==> config.mk <==
export PLATFORM = sky130hd
export DESIGN_NAME = switch_debounce
export DESIGN_NICKNAME = d
export VERILOG_FILES = /design/src/rtl/switch_debounce.sv
export SDC_FILE = /design/constraint.sdc
export NUM_CORES = 1
export LEC_CHECK = 0
export ABC_CLOCK_PERIOD_IN_PS = 3000
export BUFFER_PORTS_ARGS = -buffer_cell sky130_fd_sc_hd__buf_4
export CAP_MARGIN = 5
export CORE_MARGIN = 4
export CORE_UTILIZATION = 40
export DETAILED_ROUTE_END_ITERATION = 16
export PLACE_DENSITY = 0.69
export SETUP_SLACK_MARGIN = 0.4
export SLEW_MARGIN = 30
export SYNTH_ARGS = -nofsm -noshare
export SYNTH_HDL_FRONTEND = slang
export SYNTH_SLANG_ARGS = --single-unit
==> constraint.sdc <==
create_clock -name CLK -period 3 [get_ports CLK]
set_input_delay 0.15 -clock CLK [delete_from_list [all_inputs] [get_ports CLK]]
set_output_delay 0.15 -clock CLK [all_outputs]
set_load 0.02 [all_outputs]
==> src/rtl/switch_debounce.sv <==
// switch_debounce: two-flop synchroniser followed by a per-bit stability filter.
// O follows a synchronised level only after it has differed from O for STABLE_CYCLES clocks.
module switch_debounce #(
    parameter int WIDTH         = 16,
    parameter int STABLE_CYCLES = 4,
    parameter int CNT_W         = $clog2(STABLE_CYCLES + 1)
) (
    input  logic             CLK,
    input  logic             RST_N,
    input  logic [WIDTH-1:0] I,
    output logic [WIDTH-1:0] O,
    output logic [WIDTH-1:0] RISE,
    output logic [WIDTH-1:0] FALL,
    output logic             CHANGED
);

    localparam logic [CNT_W-1:0] CNT_ZERO = {CNT_W{1'b0}};
    localparam logic [CNT_W-1:0] CNT_ONE  = CNT_W'(1);
    localparam logic [CNT_W-1:0] CNT_LAST = CNT_W'(STABLE_CYCLES - 1);

    logic [WIDTH-1:0]            s1_r;
    logic [WIDTH-1:0]            s2_r;
    logic [WIDTH-1:0][CNT_W-1:0] cnt_r;
    logic [WIDTH-1:0]            o_r;
    logic [WIDTH-1:0]            rise_r;
    logic [WIDTH-1:0]            fall_r;
    logic                        changed_r;

    logic [WIDTH-1:0][CNT_W-1:0] cnt_next_s;
    logic [WIDTH-1:0]            o_next_s;
    logic [WIDTH-1:0]            rise_next_s;
    logic [WIDTH-1:0]            fall_next_s;
    logic                        changed_next_s;

    // Two-stage synchroniser; only s2_r is allowed to reach the filter.
    always_ff @(posedge CLK) begin
        if (!RST_N) begin
            s1_r <= {WIDTH{1'b0}};
            s2_r <= {WIDTH{1'b0}};
        end else begin
            s1_r <= I;
            s2_r <= s1_r;
        end
    end

    // Per-bit filter: count consecutive mismatches, commit the new level on the last one.
    always_comb begin
        cnt_next_s  = {WIDTH{CNT_ZERO}};
        o_next_s    = o_r;
        rise_next_s = {WIDTH{1'b0}};
        fall_next_s = {WIDTH{1'b0}};
        for (int b = 0; b < WIDTH; b++) begin
            if (s2_r[b] == o_r[b]) begin
                cnt_next_s[b] = CNT_ZERO;
            end else if (cnt_r[b] != CNT_LAST) begin
                cnt_next_s[b] = cnt_r[b] + CNT_ONE;
            end else begin
                // Counter clears on commit, so it never exceeds CNT_LAST.
                cnt_next_s[b]  = CNT_ZERO;
                o_next_s[b]    = s2_r[b];
                rise_next_s[b] = s2_r[b];
                fall_next_s[b] = ~s2_r[b];
            end
        end
        changed_next_s = |(rise_next_s | fall_next_s);
    end

    // Filter state and registered outputs; pulses are rebuilt every cycle so they last one clock.
    always_ff @(posedge CLK) begin
        if (!RST_N) begin
            cnt_r     <= {WIDTH{CNT_ZERO}};
            o_r       <= {WIDTH{1'b0}};
            rise_r    <= {WIDTH{1'b0}};
            fall_r    <= {WIDTH{1'b0}};
            changed_r <= 1'b0;
        end else begin
            cnt_r     <= cnt_next_s;
            o_r       <= o_next_s;
            rise_r    <= rise_next_s;
            fall_r    <= fall_next_s;
            changed_r <= changed_next_s;
        end
    end

    assign O       = o_r;
    assign RISE    = rise_r;
    assign FALL    = fall_r;
    assign CHANGED = changed_r;

endmodule
## After elaboration in Yosys (flattened, before gate mapping)

Cells that the tools add are included.
Widths: inputs -> output; s select.

- Add/sub/neg operators: 16
- Equal/unequal tests: 32
- Mux-type cells: 64
- Bitwise operators: 50
- Reductions and logical operators: 33

Operators with widths:

| operator | number |
|---|---|
| $mux 1 | 64 |
| $not 1->1 | 49 |
| $add 3x1->3 const B | 16 |
| $ne 3x2->1 const B | 16 |
| $reduce_or 3->1 | 16 |
| $reduce_and 2->1 | 16 |
| $eq 1x1->1 | 16 |
| $or 16x16->16 | 1 |
| $reduce_or 16->1 | 1 |

- Register bits: 129
- Output and inout port bits: 49
- Word-level logic and storage cells: 232

## Longest topological paths before layout

Gate-level depths: netlist (run 1).

- Depth in word-level cells: 5
- Mapped depth: 5
- Depth with buffers taken out: 5

## Worst setup path after synthesis (run 1)

Ideal clock, no wire load.

- Kind: register to register
- Start point: register cnt_r[18] (netlist bit)
- End point: register changed_r, in the netlist CHANGED
- Library setup time: 0.115 ns
- Arrival time: 1.132 ns
- Required time: 2.885 ns
- Slack: 1.753 ns
- Stages on the path, launching flop included: 6
- Path buffers: 0
- Period minus slack after synthesis: 1.247 ns
- Path through: dfxtp_1 > ha_1 > ha_1 > a22oi_1 > nand4_1 > o21a_1

- Longest elaborated chain between the ends: 5
- Elaborated cells between the ends (all ways): 7

Ends and longest elaborated chain:

| element | line | text |
|---|---|---|
| from (decl) | 23 | `logic [WIDTH-1:0][CNT_W-1:0] cnt_r;` |
| from (signal assigned) | 71 | `cnt_r <= {WIDTH{CNT_ZERO}};` |
| from (signal assigned) | 77 | `cnt_r <= cnt_next_s;` |
| $ne 3x2->1 * | 55 | `end else if (cnt_r[b] != CNT_LAST) begin` |
| $mux 1 | 55 |  |
| $mux 1 | 53 | `if (s2_r[b] == o_r[b]) begin` |
| $or 16x16->16 * | 65 | `changed_next_s = \|(rise_next_s \| fall_next_s);` |
| $reduce_or 16->1 * | 65 |  |
| to (signal assigned) | 81 | `changed_r <= changed_next_s;` |
| to (decl) | 27 | `logic changed_r;` |

Mark *: on every way between the ends. The rest lies on a longest branch, timed or not.
A chain may end at the register's enable or synchronous reset.

## Worst setup path after layout (run 1)

- Start point: register cnt_r[9] (netlist bit)
- End point: register changed_r, in the netlist CHANGED

Same word-level chain as after synthesis.

==> results of run 1 <==
-- state kept, by name (all words and copies together) (netlist names) --
signal and cells:
s2_r 16, FALL 16, RISE 16, s1_r 16, CHANGED 1, O 16, cnt_r 48
-- cells by family (layout without fill, tap and decap cells) --
| group | count (synthesis) | after routing |
|---|---|---|
| and+or+nand+nor | 162 | 162 |
| DFF | 129 | 129 |
| adders and majority gates | 32 | 32 |
| xor gates and xnor gates | 16 | 16 |
| muxes | 16 | 16 |
| AOI/OAI and AO/OA | 9 | 9 |
| buffers and inverters | 41 | 146 |
-- synthesized netlist by cell type --
cell type | instances | share of area
sky130_fd_sc_hd__dfxtp_1 | 129 | 0.58
sky130_fd_sc_hd__nor2_1 | 48 | 0.041
sky130_fd_sc_hd__and2_1 | 32 | 0.045
sky130_fd_sc_hd__ha_1 | 32 | 0.090
sky130_fd_sc_hd__inv_1 | 32 | 0.027
sky130_fd_sc_hd__nor3b_1 | 32 | 0.054
sky130_fd_sc_hd__mux2i_1 | 16 | 0.036
sky130_fd_sc_hd__nand2_1 | 16 | 0.014
sky130_fd_sc_hd__nand3b_1 | 16 | 0.027
sky130_fd_sc_hd__nor2b_1 | 16 | 0.023
sky130_fd_sc_hd__xor2_1 | 16 | 0.032
sky130_fd_sc_hd__a22oi_1 | 8 | 0.014
sky130_fd_sc_hd__clkbuf_1 | 5 | 0.0042
sky130_fd_sc_hd__buf_2 | 2 | 0.0023
sky130_fd_sc_hd__buf_4 | 2 | 0.0034
sky130_fd_sc_hd__nand4_1 | 2 | 0.0028
sky130_fd_sc_hd__o21a_1 | 1 | 0.0017
-- area by class of cell --
| type | instances | area share |
|---|---|---|
| sequential | 129 | 0.4451 |
| clock inverter | 14 | 0.02739 |
| tap | 140 | 0.03019 |
| clock buffer | 18 | 0.07375 |
| timing repair buffer | 82 | 0.1130 |
| multi-input combinational | 235 | 0.2898 |
| inverter | 32 | 0.02070 |
-- report_power, final --
group,switching (mW),total [mW],internal (mW),leakage [nW]
Combinational,0.0363,0.0873,0.0510,1.11
Sequential,0.0154,1.76,1.74,1.05
Clock,0.753,1.97,1.21,0.270
-- how the worst max path moves through the flow --
stage	from	endpoint	slack [ns]	cells after the start
2_1_floorplan	cnt_r[18]	CHANGED	1.75	5
3_3_place_gp	cnt_r[9]	CHANGED	1.49	5
3_5_place_dp	cnt_r[9]	CHANGED	1.45	5
4_1_cts	cnt_r[9]	CHANGED	1.44	5
5_1_grt	cnt_r[9]	CHANGED	1.37	5
6_report	cnt_r[9]	CHANGED	1.45	5
-- layer usage --
layer  vias up  wire length [um]  global-route usage
met5         -                 0                   0
met4         0               108             0.06250
met3        14               419             0.05615
met2        55              3713              0.2054
met1      1287              3199              0.1359
li1       1499                 -                   -
-- stage by stage --
| step | hold WS (ns) | utilization | setup slack [ns] | std cells |
|---|---|---|---|---|
| global placement | 0.3590 | 0.4663 | 1.485 | 602 |
| floorplan | 0.2773 | - | 1.753 | 405 |
| global route | 0.2450 | 0.5352 | 1.368 | 650 |
| detailed placement | 0.3604 | 0.4663 | 1.448 | 602 |
| CTS | 0.1938 | 0.5352 | 1.444 | 650 |
| finish | 0.2210 | 0.5352 | 1.447 | 650 |
==> results.txt, run 1 <==
The endpoint kind of the worst setup timing path was a register. The floorplan step defined a die boundary enclosing 0.01282 mm^2. After clock tree synthesis, the setup repair step added 0 buffers.

In this run the vertical extent of the chip is 113.2 um. The number of placement rows came out at 38. The post-placement cell area is 0.005055 mm^2.

The mapped netlist covers 0.004428 mm^2. The fraction of final layout cells sized beyond drive strength 1 came out at 0.1922. The class of the most critical hold timing path is in -> reg.

The number of cells on the worst reg-to-reg path is 5. The worst hold path begins at RST_N. The share of the synthesized area in compound gates (AO/OA/AOI/OAI) works out to 0.01526.

The library cell used most frequently in the layout, excluding fill and tap cells, is sky130_fd_sc_hd__dfxtp_1. The worst setup path is launched from a register. The worst-case IR drop observed on VDD is 0.3794 mV.

Summed over all nets, the half-perimeter wirelength after detailed placement is 4938 um. The worst reg-to-reg setup slack is 1.45 ns, and the total clock buffers created by CTS is 17. TritonCTS built the clock tree.

When the netlist entered floorplanning its net count stood at 455. The sum of buffers and inverters on the critical path is 0. The global-route usage over all layers was 0.1247. In the routed design, unresolved DRC markers number 0. Routability-driven placement congestion ratio: 0.7056. The routed design could run at a clock period as short as 1.553 ns.

For this design, the slowest cell found on the critical path is sky130_fd_sc_hd__a22oi_1. The flop and latch count out of synthesis works out to 129. At the later pin of the worst-skew pair, clock insertion delay measures 0.52 ns.

Of all nets on the critical path, the largest fanout is 4. The highest attainable clock frequency was 0.6440 GHz. With fillers left out, the area of the finished cells amounts to 0.005802 mm^2. Main combinational cell family by area after synthesis: simple AND/OR/NAND/NOR gates. At the end of the flow, the number of nets in the layout was 547.

Cell at the root of the clock tree: sky130_fd_sc_hd__clkbuf_8. Summed over all failing endpoints, the final setup total negative slack is 0 ns. Width of the die: 113.2 um. The final worst clock skew is 0.008441 ns. In this run the critical register-to-register path is launched from cnt_r[9]. The run gives 129 as the sink count of the clock tree. In the layout the commonest cells are 129 x sky130_fd_sc_hd__dfxtp_1, 66 x sky130_fd_sc_hd__buf_4, 48 x sky130_fd_sc_hd__nor2_1. Summed over all cells, the static leakage comes to 2.427 nW.

Total global routing overflow: 0. Gates resized during post-CTS repair numbered 0. The count of hold buffers inserted by post-cts repair was 16. The cell that appears most often on the critical path is sky130_fd_sc_hd__ha_1. The fraction of the cycle the final worst path needs came out at 0.5176.

The critical path is of the reg -> reg type. The tools report the total wire length after detailed routing as 7441 um. Synthesis handed over a netlist of 405 instances. The multi-input combinational cells in the finished layout cover a total of 0.001682 mm^2. After detailed routing, the number of vias per cell comes to 4.392. Traced cell by cell, the critical path runs through ha_1 -> ha_1 -> a22oi_1 -> nand4_1 -> o21a_1. Setup repair after global routing left no endpoint under its margin.

Yosys printed 0 warnings. The area fraction in and, or, nand and nor cells after synthesis works out to 0.2063. The multiplexer fraction of the synthesized cell area is 0.03617. After clock tree synthesis, the clock-pin slew on the worst setup and hold paths is 0.06 ns.

Entering global routing, the biggest net connects 82 pins. The post-synthesis xor/xnor area fraction is 0.03165. For the worst setup path, the data arrival time is 1.96 ns. The first TritonRoute pass finished after 4 iterations. End point of the worst hold path: CHANGED. The power per unit of standard cell area was 656.5 mW/mm^2.

The worst hold path was traced through 2 stages. The repair_antennas step left the layout with diodes totalling 0. The number of setup violations in the final report came out at 0. Max-cap violations in this run came to 0. The tools report the number of different library cells in the post-synthesis netlist as 17.

The H-tree generated during clock tree synthesis spans 4 levels. The effective utilization at floorplan is 0.4085. The placeable core region was 0.01084 mm^2; the max-slew violation count was 0. The adder and majority cell fraction of the synthesized area was 0.09042; the final hold violation count was 0.

On the worst path, the slowest cell contributes a delay of 0.33 ns. The remaining number of nets flagged by the antenna check after routing was 0; the area occupied by registers was 0.002582 mm^2. For the relative max-transition margin, the log shows 0.5539.

Averaged over all synthesized cells, the footprint is 10.93 um^2. The filler cells instantiated in the layout total 941. The tools report the number of global-route vias before repair as 2807. Data on the critical path is required at its endpoint by 3.40 ns. Post-detailed-route wirelength per cell: 11.45 um. Input and output buffers added on the ports amount to 66. Counting along the longest clock path gives a buffer depth of 2. The area growth from synthesis to layout works out to 31.03%. Via count of the routed design: 2855.

The run gives 12490 um as the global-route wire length before repair. The tools report the number of antenna violations at the first check in global routing as 0. In this run the critical register-to-register path is captured at CHANGED. 67 I/O pins were placed.

The detailed router finished its first iteration with 63 violations. The logs give 0.5832 for the proportion of synthesized chip area in sequential cells and 3.809 mW for the post-route total power. The family of cells with the greatest summed delay on the critical path is compound AO/OA/AOI/OAI gates. Slew at the pin closest to its max-slew limit: 0.6692 ns.

The run finished with clean final reports.
No activity file was read; power rests on OpenSTA's default activity.
==> run 2, diff against run 1 <==
--- a/config.mk
+++ b/config.mk
@@ -5,13 +5,13 @@
 export SDC_FILE = /design/constraint.sdc
 export NUM_CORES = 1
 export LEC_CHECK = 0
-export ABC_CLOCK_PERIOD_IN_PS = 3000
+export ABC_CLOCK_PERIOD_IN_PS = 1400
 export BUFFER_PORTS_ARGS = -buffer_cell sky130_fd_sc_hd__buf_4
 export CAP_MARGIN = 5
 export CORE_MARGIN = 4
 export CORE_UTILIZATION = 40
 export DETAILED_ROUTE_END_ITERATION = 16
-export PLACE_DENSITY = 0.69
+export PLACE_DENSITY = 0.72
 export SETUP_SLACK_MARGIN = 0.4
 export SLEW_MARGIN = 30
 export SYNTH_ARGS = -nofsm -noshare
==> constraint.sdc (replaced) <==
create_clock -name CLK -period 1.4 [get_ports CLK]
set_input_delay 0.07 -clock CLK [delete_from_list [all_inputs] [get_ports CLK]]
set_output_delay 0.07 -clock CLK [all_outputs]
set_load 0.02 [all_outputs]
==> results.txt, run 2 (same netlist as run 1, synthesis figures left out) <==
The flow ran to the end, and the final reports show no timing, DRC or antenna violations. The fraction of the cycle the final worst path needs came out at 0.9192. The first global-routing pass estimated 15120 um of wire. The slack of the critical path was 0.1131 ns; the deepest clock path buffer count was 2.

Leaving out fill and tap cells, the most frequent cell in the layout is sky130_fd_sc_hd__buf_6. The fraction of final layout cells sized beyond drive strength 1 is 0.5662. The die extent in y is 113.2 um. In this run the core area contains 38 standard-cell rows. TritonCTS built the clock tree.

The relative max-transition margin was 0.7463; the number of remaining DRC errors was 0. The run gives 0.007885 ns as the final worst clock skew. Endpoint of the lowest-slack register-to-register path: CHANGED. The effective utilization at floorplan was 0.4085.

Clock latency on the worst-skew pair, taken at its later pin, is 0.51 ns. Setup total negative slack: 0 ns. At the end of routability-driven placement, the weighted congestion stood at 0.6897. The wire-length estimate of the detail-placed layout is 5215 um.

Across the whole layout, storage elements account for 0.002724 mm^2. After the first detailed-routing iteration, the DRC count stood at 84. The power per unit of standard cell area is 1145 mW/mm^2, and the largest net degree at the start of global routing is 82. Counting I/O delays and the setup requirement, the final critical path takes 1.287 ns. The logs give 0.1499 for the global-route usage over all layers and 9270 um for the total wire length after detailed routing. The logs give 0 for the total global routing overflow and 0 for the remaining number of nets flagged by the antenna check after routing.

The logs give 3336 for the number of global-route vias before repair and 0.7771 GHz for the highest attainable clock frequency. Number of antenna violations at the first check in global routing: 0. The detailed-router iteration count before antenna repair was 5; the depth of the worst register-to-register path was 5. The worst register-to-register path begins at cnt_r[30].

The layout has 749 filler cells. At the end of the flow, the number of nets in the layout was 588. For this design the top-level I/O count stands at 67. The class of the most critical hold timing path is in -> reg.

The logs give 4 for the H-tree depth and 0 for the diode insertion count for antenna repair. For the pin with the worst max-slew slack, the measured transition is 0.3806 ns. Setup repair after global routing could not meet its margin everywhere. Across the run, the number of max-cap violations was 0. Clock-pin slew was measured on the worst setup and hold paths at 0.06 ns.

The run gives 0 as the number of setup violations in the final report. The placeable core region was 0.01084 mm^2; the post-detailed-route wirelength per cell was 13.42 um. Mean number of vias per cell: 4.563. In the layout the commonest cells are 66 x sky130_fd_sc_hd__buf_6, 65 x sky130_fd_sc_hd__dfxtp_2, 48 x sky130_fd_sc_hd__dfxtp_1, 48 x sky130_fd_sc_hd__nor2_1, 40 x sky130_fd_sc_hd__buf_4. In this run, CTS created clock tree buffers numbering 17. The die covers 0.01282 mm^2.

Compared with the post-synthesis result, the final layout area differs by 63.49%. For the max-slew violation count, the log shows 0. Setup slack on the worst reg-to-reg path comes out at 0.11 ns. For the worst supply voltage drop on vdd, the log shows 0.7782 mV. More flip-flops sit in one register than any other, and that register is cnt_r.

Data on the critical path is required at its endpoint by 1.80 ns. The kind of start point of the critical path was a register. Port buffering added 66 buffers.

The run gives 2.828 nW as the leakage power summed over all cells. The worst hold path begins at RST_N. The logs give 1.68 ns for the data arrival at the endpoint of the critical path and 0 for the final hold violation count. The routed layout has 3153 vias. The width of the die was 113.2 um; the maximum fanout along the worst path was 4. The critical path ends at CHANGED. Before CTS, the worst setup slack after placement is -0.0002158 ns. The endpoint kind of the worst setup timing path is a register.

By startpoint and endpoint, the worst setup path is classified as reg -> reg. Tracing the worst setup path back leads to its startpoint at cnt_r[30]. The run gives 129 as the sink count of the clock tree. The register with the most flip-flops in the layout has 48 of them.

The footprint of the multi-input gates was 0.002402 mm^2. The tools report the cell at the root of the clock tree as sky130_fd_sc_hd__clkbuf_8.
-- run 2: power breakdown --
part	leakage, nW	internal [mW]	total [mW]	switching, mW
Combinational	1.45	0.128	0.227	0.0987
Clock	0.282	2.66	4.32	1.66
Sequential	1.09	3.70	3.75	0.0453
-- run 2: per-layer routing --
layer / GRT usage / vias to the layer above / wire length (um)
met1: 0.1650 / 1503 / 3758
li1: - / 1576 / -
met5: 0 / - / 0
met4: 0.05369 / 0 / 106
met3: 0.05936 / 9 / 401
met2: 0.2615 / 65 / 5003
-- run 2: critical path, cell delays in order (launching register included) --
cell                      delay [ns]
sky130_fd_sc_hd__dfxtp_2        0.34
sky130_fd_sc_hd__ha_4           0.16
sky130_fd_sc_hd__ha_4           0.17
sky130_fd_sc_hd__a22oi_2        0.19
sky130_fd_sc_hd__nand4_1        0.11
sky130_fd_sc_hd__o21a_1         0.21
-- run 2: worst min-delay path by stage --
stage                          end  slack [ns]  depth (start not counted)
after floorplan            s1_r[0]        0.20                          1
after global placement     s1_r[3]        0.28                          2
after detailed placement   s1_r[4]        0.28                          2
after CTS                 RISE[13]        0.05                          4
after global routing       RISE[8]        0.09                          4
final                      FALL[8]        0.09                          4
-- run 2: stage by stage --
stage,area [um^2],util,hold WS (ns),std cells,power [mW]
after floorplan,4661,-,0.1973,405,3.941
after global placement,5315,0.4903,0.2779,604,3.999
after detailed placement,5315,0.4903,0.2808,604,4.009
after CTS,6930,0.6393,0.04993,678,8.376
after global routing,7239,0.6678,0.09063,691,8.624
final,7239,0.6678,0.09373,691,8.292
-- run 2: area by class of cell --
class                   instances  share of cell area
flip-flops and latches        129              0.3763
clock buffers                  19             0.06101
well taps                     140             0.02420
repair buffers                123              0.1690
clock inverters                13             0.02109
multi-input cells             235              0.3318
inverters                      32             0.01659
-- run 2: what timing repair did --
| item | 4_1_cts | 5_1_grt |
|---|---|---|
| hold buffers | 16 | 0 |
| gates cloned | 0 | 0 |
| endpoints found under the hold margin | 16 | 0 |
| setup endpoints to repair | 142 | 146 |
| setup buffers | 26 | 13 |
| resized for setup | 196 | 51 |
| pin swaps | 48 | 43 |
==> run 3, diff against run 2 <==
--- a/config.mk
+++ b/config.mk
@@ -8,10 +8,12 @@
 export ABC_CLOCK_PERIOD_IN_PS = 1400
 export BUFFER_PORTS_ARGS = -buffer_cell sky130_fd_sc_hd__buf_4
 export CAP_MARGIN = 5
+export CELL_PAD_IN_SITES_DETAIL_PLACEMENT = 1
+export CELL_PAD_IN_SITES_GLOBAL_PLACEMENT = 2
 export CORE_MARGIN = 4
-export CORE_UTILIZATION = 40
+export CORE_UTILIZATION = 32
 export DETAILED_ROUTE_END_ITERATION = 16
-export PLACE_DENSITY = 0.72
+export PLACE_DENSITY = 0.83
 export SETUP_SLACK_MARGIN = 0.4
 export SLEW_MARGIN = 30
 export SYNTH_ARGS = -nofsm -noshare
==> results.txt, run 3 (same netlist as run 1, synthesis figures left out) <==
Registers take 0.002674 mm^2. The number of setup violations in the final report was 0; the largest net degree at the start of global routing was 33. After floorplanning, the core was divided into 42 placement rows.

For the max-cap check violation count, the log shows 0. Buffers placed on the I/O ports in this run total 66. The critical path contains buffers and inverters numbering 0 combined. Routability-driven placement finished with a final weighted congestion of 0.6952. The register bank with the most flops was cnt_r.

The fraction of the cycle the final worst path needs was 0.9088; the H-tree depth was 4. Number of antenna violations at the first check in global routing: 0. The largest stage delay on the critical path is 0.33 ns, and the insertion delay of the later-clocked pin in the worst-skew pair is 0.41 ns.

The floorplan step set the die height to 125.6 um. Timing would allow up to 0.7860 GHz. Setup repair after global routing could not meet its margin everywhere.

For flop-to-flop paths, the worst setup slack is 0.13 ns. The category of the critical setup timing path is reg -> reg. The total clock buffers created by CTS came out at 17. TritonCTS built the clock tree.

Count of boundary I/O pins: 67. On the critical path, the stage with the largest delay is an instance of sky130_fd_sc_hd__dfxtp_2. The width of the die is 125.6 um. The total of fill cells in the finished design was 1386; the slew at the pin closest to its max-slew limit was 0.3364 ns. The power per unit of standard cell area was 1161 mW/mm^2. The fraction of final layout cells sized beyond drive strength 1 works out to 0.4783. Dividing the detail-routed wire length by the instance count gives 14.00 um. The library cell used most frequently in the layout, excluding fill and tap cells, is sky130_fd_sc_hd__dfxtp_1. The global-route usage over all layers came out at 0.1293.

The footprint of the multi-input gates was 0.002399 mm^2. Counting tap cells, the placed design contains a total of 643 instances. The final layout contains routed wiring with a total length of 9900 um. The most common cell type on the critical path was sky130_fd_sc_hd__ha_4. Global routing finished with a remaining overflow of 0. The final hold violation count came out at 0. The setup total negative slack was 0 ns. The run finished with clean final reports. The clock passes through at most 2 buffers. The routed layout has 3105 vias. The relative max-transition margin is 0.7757, and the time the final worst path needs with I/O delays and setup is 1.272 ns. Overall power consumption after layout is estimated at 8.024 mW. Clock-pin slew was measured on the worst setup and hold paths at 0.05 ns. For this run, design rule violations remaining after detail routing come to 0. For the final database, setup skew stands at 0.01000 ns. STA puts the critical path data arrival time at 1.58 ns.

The die covers 0.01578 mm^2. The wire-length estimate of the detail-placed layout is 6305 um. The maximum fanout along the worst path is 4, and the placeable core region is 0.01340 mm^2. The family of cells with the greatest summed delay on the critical path is compound AO/OA/AOI/OAI gates. In this run, the number of DRC markers left after iteration 0 of detailed routing was 67. The tools report the net count of the finished layout as 570. The tools report the sink count of the clock tree as 129.

The first global-routing pass estimated 16230 um of wire. The worst setup path is captured at a register. At the worst endpoint, the required time is 1.71 ns. The tightest hold path in the finished design has a slack of 0.06802 ns. The detailed-router iteration count before antenna repair came out at 4. Walking the worst path, the cells encountered are ha_4 -> ha_4 -> a22oi_2 -> nand4_1 -> o21a_1. The cell sitting at the root of the clock tree is a sky130_fd_sc_hd__clkbuf_16. The post-route cell area was 0.006912 mm^2. For the number of global-route vias before repair, the log shows 3330. The kind of start point of the critical path is a register. For the remaining number of nets flagged by the antenna check after routing, the log shows 0. The tools report the worst supply voltage drop on vdd as 0.7637 mV. For the diode insertion count for antenna repair, the log shows 0. Using the TritonRoute via totals, the vias-per-cell ratio works out to 4.392. The effective utilization at floorplan is 0.3304, and the post-route non-filler standard cell count is 707. Class of the most critical hold timing path: in -> reg.

Max-slew violation count: 0. The register with the most flip-flops in the layout has 48 of them. Area growth from synthesis to layout: 56.09%.

In the layout the commonest cells are 82 x sky130_fd_sc_hd__dfxtp_1, 61 x sky130_fd_sc_hd__buf_4, 48 x sky130_fd_sc_hd__nor2_1, 34 x sky130_fd_sc_hd__dfxtp_2. In this run the cell area measured after placement is 0.005395 mm^2. For the leakage power summed over all cells, the log shows 2.655 nW.
-- run 3: cell types whose count changed in the layout (fill, tap and decap cells not counted), moves of 2 or more --
cell / delta
sky130_fd_sc_hd__clkbuf_1: +4
sky130_fd_sc_hd__clkinv_2: +4
sky130_fd_sc_hd__buf_6: -41
sky130_fd_sc_hd__buf_12: +2
sky130_fd_sc_hd__clkinv_4: -4
sky130_fd_sc_hd__nand2_2: +2
sky130_fd_sc_hd__dfxtp_2: -31
sky130_fd_sc_hd__buf_4: +21
sky130_fd_sc_hd__dfxtp_1: +34
sky130_fd_sc_hd__inv_6: -4
sky130_fd_sc_hd__clkinvlp_4: -2
sky130_fd_sc_hd__nand2_4: -2
sky130_fd_sc_hd__dfxtp_4: -3
-- run 3: power breakdown --
group | internal (mW) | switching [mW] | total (mW)
Combinational | 0.130 | 0.0990 | 0.229
Clock | 2.55 | 1.49 | 4.04
Sequential | 3.71 | 0.0451 | 3.76
-- run 3: area by class of cell --
class                           instances  share of cell area
Clock buffer                           24             0.06970
Clock inverter                          6            0.008327
Inverter                               32             0.01738
Multi-Input combinational cell        235              0.3470
Sequential cell                       129              0.3869
Tap cell                              176             0.03186
Timing Repair Buffer                  105              0.1388
-- run 3: final timing paths --
kind                            startpoint        end  cells after the start
worst max-delay path              cnt_r[0]    CHANGED                      5
worst min-delay path                 RST_N    CHANGED                      2
worst max register to register    cnt_r[0]    CHANGED                      5
worst min register to register   cnt_r[15]  cnt_r[15]                      1
-- run 3: per-layer routing --
layer,vias to the layer above,GRT usage,routed length (um)
li1,1541,-,-
met5,-,0,0
met3,15,0.04107,483
met1,1485,0.1486,4130
met4,0,0.06505,175
met2,64,0.2168,5110
-- run 3: per-stage QoR --
stage                 util  worst slack (ns)
global placement    0.4026           0.01756
floorplan                -            0.2183
detailed placement  0.4026          -0.01830
global route        0.5158           0.03429
finish              0.5158            0.1277
CTS                 0.4937           0.08416
-- run 3: repair_timing --
action | 4_1_cts | 5_1_grt
setup buffers | 8 | 10
resized for setup | 121 | 47
hold endpoints to repair | 16 | 0
pin swaps | 41 | 35
hold buffers | 16 | 0
endpoints found under the setup margin | 110 | 111
